## src/rtl/mux_key_reg_pkg.sv

```systemverilog
// mux_key_reg_pkg: shared sizing helper for the key-match lookup table.
//   pair_len(k, d): width of one packed (key, data) table entry.
package mux_key_reg_pkg;
   function automatic int pair_len(input int key_len, input int data_len);
      return key_len + data_len;
   endfunction
endpackage

```

## src/rtl/mux_key_core.sv

```systemverilog
// mux_key_core: combinational key-match lookup over a packed (key, data) table.
//   key         - lookup key
//   default_out - result when no entry matches
//   lut         - packed table, entry i at lut[PAIR_LEN*i +: PAIR_LEN], key in upper bits
//   out         - OR of all matching data words, or default_out on a miss
//   hit         - at least one entry matched
module mux_key_core
   import mux_key_reg_pkg::*;
#(
   parameter int NR_KEY   = 6,
   parameter int KEY_LEN  = 3,
   parameter int DATA_LEN = 2
) (
   input  logic [KEY_LEN-1:0]                             key,
   input  logic [DATA_LEN-1:0]                            default_out,
   input  logic [NR_KEY*pair_len(KEY_LEN,DATA_LEN)-1:0]   lut,
   output logic [DATA_LEN-1:0]                            out,
   output logic                                           hit
);
   localparam int PAIR_LEN = pair_len(KEY_LEN, DATA_LEN);
   logic [NR_KEY-1:0]   match;
   logic [DATA_LEN-1:0] data_w [NR_KEY];
   logic [DATA_LEN-1:0] or_data;
   for (genvar g = 0; g < NR_KEY; g++) begin : g_entry
      assign match[g]  = key == lut[PAIR_LEN*g+DATA_LEN +: KEY_LEN];
      assign data_w[g] = lut[PAIR_LEN*g +: DATA_LEN];
   end
   // Duplicate keys are legal: every matching word contributes, no priority.
   always_comb begin
      or_data = '0;
      for (int i = 0; i < NR_KEY; i++) or_data = or_data | (match[i] ? data_w[i] : '0);
   end
   assign hit = |match;
   assign out = hit ? or_data : default_out;
endmodule

```

## src/rtl/mux_key_reg.sv

```systemverilog
// mux_key_reg: key-match lookup with combinational result and enabled, async-reset registered copy.
//   clk, rst    - rising-edge clock, async active-high reset of out_q/hit_q only
//   en          - load enable for out_q/hit_q
//   key, default_out, lut, out, hit - see mux_key_core
//   out_q, hit_q - registered out/hit
module mux_key_reg
   import mux_key_reg_pkg::*;
#(
   parameter int NR_KEY   = 6,
   parameter int KEY_LEN  = 3,
   parameter int DATA_LEN = 2
) (
   input  logic                                           clk,
   input  logic                                           rst,
   input  logic                                           en,
   input  logic [KEY_LEN-1:0]                             key,
   input  logic [DATA_LEN-1:0]                            default_out,
   input  logic [NR_KEY*pair_len(KEY_LEN,DATA_LEN)-1:0]   lut,
   output logic [DATA_LEN-1:0]                            out,
   output logic                                           hit,
   output logic [DATA_LEN-1:0]                            out_q,
   output logic                                           hit_q
);
   logic [DATA_LEN-1:0] out_d;
   logic                hit_d;
   mux_key_core #(
      .NR_KEY   (NR_KEY),
      .KEY_LEN  (KEY_LEN),
      .DATA_LEN (DATA_LEN)
   ) u_core (
      .key         (key),
      .default_out (default_out),
      .lut         (lut),
      .out         (out),
      .hit         (hit)
   );
   assign out_d = en ? out : out_q;
   assign hit_d = en ? hit : hit_q;
   always_ff @(posedge clk or posedge rst) begin
      if (rst) begin
         out_q <= '0;
         hit_q <= 1'b0;
      end else begin
         out_q <= out_d;
         hit_q <= hit_d;
      end
   end
endmodule

```

## config.mk

```make
export PLATFORM = sky130hd
export DESIGN_NAME = mux_key_reg
export DESIGN_NICKNAME = d
export VERILOG_FILES = /design/src/rtl/mux_key_reg_pkg.sv /design/src/rtl/mux_key_core.sv /design/src/rtl/mux_key_reg.sv
export SDC_FILE = /design/constraint.sdc
export NUM_CORES = 1
export LEC_CHECK = 0
export ABC_AREA = 1
export BUFFER_PORTS_ARGS = -buffer_cell sky130_fd_sc_hd__buf_2
export CORE_UTILIZATION = 41
export CTS_CLUSTER_SIZE = 12
export DETAILED_ROUTE_END_ITERATION = 6
export MAX_ROUTING_LAYER = met4
export PLACE_DENSITY = 0.79
export SLEW_MARGIN = 25
export SYNTH_ARGS = -nofsm -noshare
export SYNTH_HDL_FRONTEND = slang
export SYNTH_SLANG_ARGS = --single-unit
```

## constraint.sdc

```tcl
create_clock -name clk -period 1 [get_ports clk]
set_input_delay 0.05 -clock clk [delete_from_list [all_inputs] [get_ports clk]]
set_output_delay 0.05 -clock clk [all_outputs]
set_load 0.01 [all_outputs]
```

# Word-level counts from Yosys, hierarchy flattened
# Index checks and enable logic that the tools add are counted.
# totals
wordCells	21
ff_bits	3
# op_classes
reduce_logical	1
n_bitwise	5
eq_ne	6
mux	7
# ops
operator	n
== test 3 bit	6
2-to-1 mux 2 bit	7
bitwise OR 2 bit	5
OR reduction 6 bit	1

# Logic depth before layout (Yosys ltp)
# logic_depth
ltp_word	8
ltp_mapped	11
ltp_nobuf	10

# Cells and area by module
# From an unflattened synthesis, not the netlist that was laid out.
# hier_totals
cells_unflattened	93
hier_area_um2	636.9
# modules_own_cells
mod	seq_area_each_um2	area_per_inst_um2	cells_per_inst	instances
mux_key_core	0.0	520.5	79	1
mux_key_reg	75.1	116.4	14	1

# Least setup slack after synthesis
# No wires, ideal clock.
# synth_timing
kind	in2reg
startpoint	in key[1]
endpoint	reg out_q[0]
n_path_buf	1
t_arrival_ns	0.846
path_slack_ns	0.037
cell_stages	9
setup_time_ns	0.117
cell_sequence	buf_6 -> xnor2_1 -> nand3_2 -> nand2_2 -> nor2_4 -> nand3_1 -> nand3_2 -> nand2_1 -> nand2_1
# synth_via
elab_chain_cells	8
elab_cells_between_ends	19
classes_between	6 x eq/ne; 7 x mux; 5 x bitwise; 1 x reduce/logical
# synth_rtl
item	line	rtl
start, declared	mux_key_reg.sv:16	input logic [KEY_LEN-1:0] key,
== test 3 bit	mux_key_core.sv:25	assign match[g] = key == lut[PAIR_LEN*g+DATA_LEN +: KEY_LEN];
2-to-1 mux 2 bit	mux_key_core.sv:31	for (int i = 0; i < NR_KEY; i++) or_data = or_data | (match[i] ? data_w[i] : '0);
bitwise OR 2 bit (5 in a row)	mux_key_core.sv:31	
2-to-1 mux 2 bit *	mux_key_core.sv:34	assign out = hit ? or_data : default_out;
net out[0]	mux_key_reg.sv:19	output logic [DATA_LEN-1:0] out,
end signal, assigned	mux_key_reg.sv:44	out_q <= out_d;
end, declared	mux_key_reg.sv:21	output logic [DATA_LEN-1:0] out_q,
# The timed path passes the listed nets; every way through them passes the cells marked *.
# A chain may end at the register's enable or synchronous reset.

# Final worst setup path
# layout_timing
startpoint	in key[2]
endpoint	out out[1]
# layout_via
elab_chain_cells	8
elab_cells_between_ends	19
classes_between	6 x eq/ne; 7 x mux; 5 x bitwise; 1 x reduce/logical
# layout_rtl
item	line
== test 3 bit	mux_key_core.sv:25
2-to-1 mux 2 bit	mux_key_core.sv:31
bitwise OR 2 bit (5 in a row)	mux_key_core.sv:31
2-to-1 mux 2 bit *	mux_key_core.sv:34
end, declared	mux_key_reg.sv:19
# Every way passes the cells marked *; elsewhere a longest branch is shown, timed or not.

==> qor.yml <==
status:
  violations: "negative setup slack"
  status: "complete, but fails checks"
yosys:
  synthesis.nets: 131
  syn_inst: 93
  syn_avg_cell_area_um2: 6.97
  synth_cell_types: 15
  synth-seq-cells: 3
  syn_area_um2: 648
  netlist_top_cells_area: "xnor2_2 (20%), nand2_1 (14%), dfrtp_1 (12%), nand3_2 (9.3%), inv_1 (8.1%)"
  seq_area_frac_synth: 0.116
  synth_top_area_frac: 0.201
  synth.largest_area_cell: "xnor2_2"
  yosysWarnings: 0
finish:
  final_area_um2: 1070
  final_cell_mix: "buf_2 (38), nand2_1 (20), inv_1 (14), nand2_2 (10), nand4_1 (8)"
  area_growth_pct: 65.1
  final_nets: 177
  nFillCells: 100
  final_common_cell: "buf_2"
  drive_above_1_share: 0.587
  diodes: 0
timing:
  tightest_slew_ns: 0.226
  fin_tns_setup_ns: -0.00879
  worst_slack_ns: -0.00456
  drv_slew: 0
  setup_viol_count_final: 2
  slew_headroom: 0.849
  fin_crit_sh: 1.00
  hold_ws_ns: 0.0731
  hold_viol_final: 0
  finClkSkew_ns: 0
  rsz0062_at_grt: "yes"
  max_freq_ghz: 0.995
  period_minus_slack_ns: 1.00
route:
  drt_iter0_drc: 22
  routed_wl_mm: 2.06
  drcViolationCount: 0
  dr_total_vias: 779
  first_pass_iters: 4
  final_antenna_net_count: 0
  wl_per_cell_um: 13.5
  viasPerCell: 5.09
die:
  die_w_um: 41.8
  rows: 13
  die_area_um2: 1740
  io_pins: 44
  die_y_um: 41.8
  initial_core_util: 0.469
  coreArea_um2: 1380
placement:
  gp_congestion: 0.801
  dpl_cell_area_um2: 848
  io_buffers: 43
  place_ws_ns: -0.138
  hpwl_mm: 1.38
clocking:
  numClockSinks: 3
  insertion_delay_ns: 0.24
  cts_buffers: 3
  htree_levels: 1
  cts_max_path_buffers: 2
  postCtsSetupBuffers: 0
  clk_pin_slew_worst_paths_ns: 0.04
  cts_tree: "yes"
  clockRootBuffer: "clkbuf_4"
critical_path:
  critPathKind: "in -> out"
  critPathLaunchType: "input pin"
  path_max_fanout: 7
  critPathArrivalTime_ns: 0.95
  r2r_cells: 2
  required_ns: 0.95
  end_kind: "primary output"
power:
  p_per_area_nw_per_um2: 918
  power.total_uw: 982
  leakagePower_uw: 0.000588
  ir_drop_uv: 848
global_route:
  grt_use_total: 0.206
  use_met1: 0.221
  use_met3: 0.0435
  grt_pass1_wl_mm: 2.74
  grt.busiest_layer: "met2"
  antenna_found_initial: 0
  overflow: 0
  grt_pass1_vias: 703
  grt_max_degree: 8
  grtUsageMet2: 0.378
hold_path:
  hold_class: "in -> reg"
  worstHoldPathCells: 3
run:
  max_cap_violations: 0
-- flip-flops by register name, indices dropped and copies added, names as in the netlist --
signal  cells
out_q       2
hit_q       1
-- path summary, 6_finish.rpt --
kind	startpoint	slack (ns)	to
max reg2reg	hit_q$_DFFE_PP0P_	0.29	hit_q$_DFFE_PP0P_
min in group asynchronous	rst	0.24	out_q[0]$_DFFE_PP0P_
max	key[2]	-0.005	out[1]
min reg2reg	out_q[1]$_DFFE_PP0P_	0.47	out_q[1]$_DFFE_PP0P_
min	en	0.07	out_q[0]$_DFFE_PP0P_
max in group asynchronous	rst	0.62	out_q[1]$_DFFE_PP0P_
-- metrics by stage --
step / std cells / utilization
final: 153 / 0.774
after detailed placement: 148 / 0.614
after floorplan: 93 / -
after global placement: 148 / 0.614
after CTS: 153 / 0.668
after global routing: 153 / 0.774
-- logic make-up (layout without fill, tap and decap cells) --
| logic type | after synthesis | count (layout) | synth area share |
|---|---|---|---|
| buffers and inverters | 21 | 66 | 0.156 |
| XOR/XNOR | 12 | 12 | 0.255 |
| AND/OR/NAND/NOR | 52 | 52 | 0.432 |
| AO/OA/AOI/OAI | 5 | 5 | 0.0405 |
| flip-flops | 3 | 3 | 0.116 |
-- report_power, final --
group / internal (uW) / total (uW) / switching, uW / leakage [uW]
Sequential: 146 / 158 / 11.9 / 0.0000357
Combinational: 294 / 596 / 302 / 0.000538
Clock: 150 / 228 / 77.3 / 0.0000150
Total: 591 / 982 / 391 / 0.000588
-- metal layers --
metal  share of wire  vias to the layer above
li1                -                      381
met5               0                        -
met3           0.065                       10
met1            0.37                      344
met4           0.028                        0
met2            0.54                       44
-- repair_timing --
item / in CTS / in global routing
pin swaps: 0 / 10
endpoints found under the setup margin: 3 / 2
hold buffers: 1 / 0
gates cloned: 0 / 0
resized for setup: 9 / 26
endpoints found under the hold margin: 3 / 0
-- cells in the mapped netlist, drive strengths merged --
library cell	count
o21ai	4
nand2	30
buf	3
nor2	4
inv	18
dfrtp	3
xnor2	12
nand4	8
a31oi	1
nand3	10
-- worst max-delay path, cell delays in order --
cell     delay [ns]
buf_12         0.13
xnor2_2        0.14
nand3_2        0.10
nand2_2        0.07
nor2_4         0.16
nand3_2        0.09
nand3_2        0.10
buf_6          0.10
-- layout make-up --
class | instances | area (um^2) | share of cell area
repair buffers | 44 | 283 | 0.264
well taps | 15 | 18.8 | 0.0175
clock buffers | 4 | 26.3 | 0.0246
multi-input cells | 69 | 597 | 0.558
flip-flops and latches | 3 | 75.1 | 0.0702
inverters | 18 | 70.1 | 0.0655
Power figures use the tool's default switching activity.
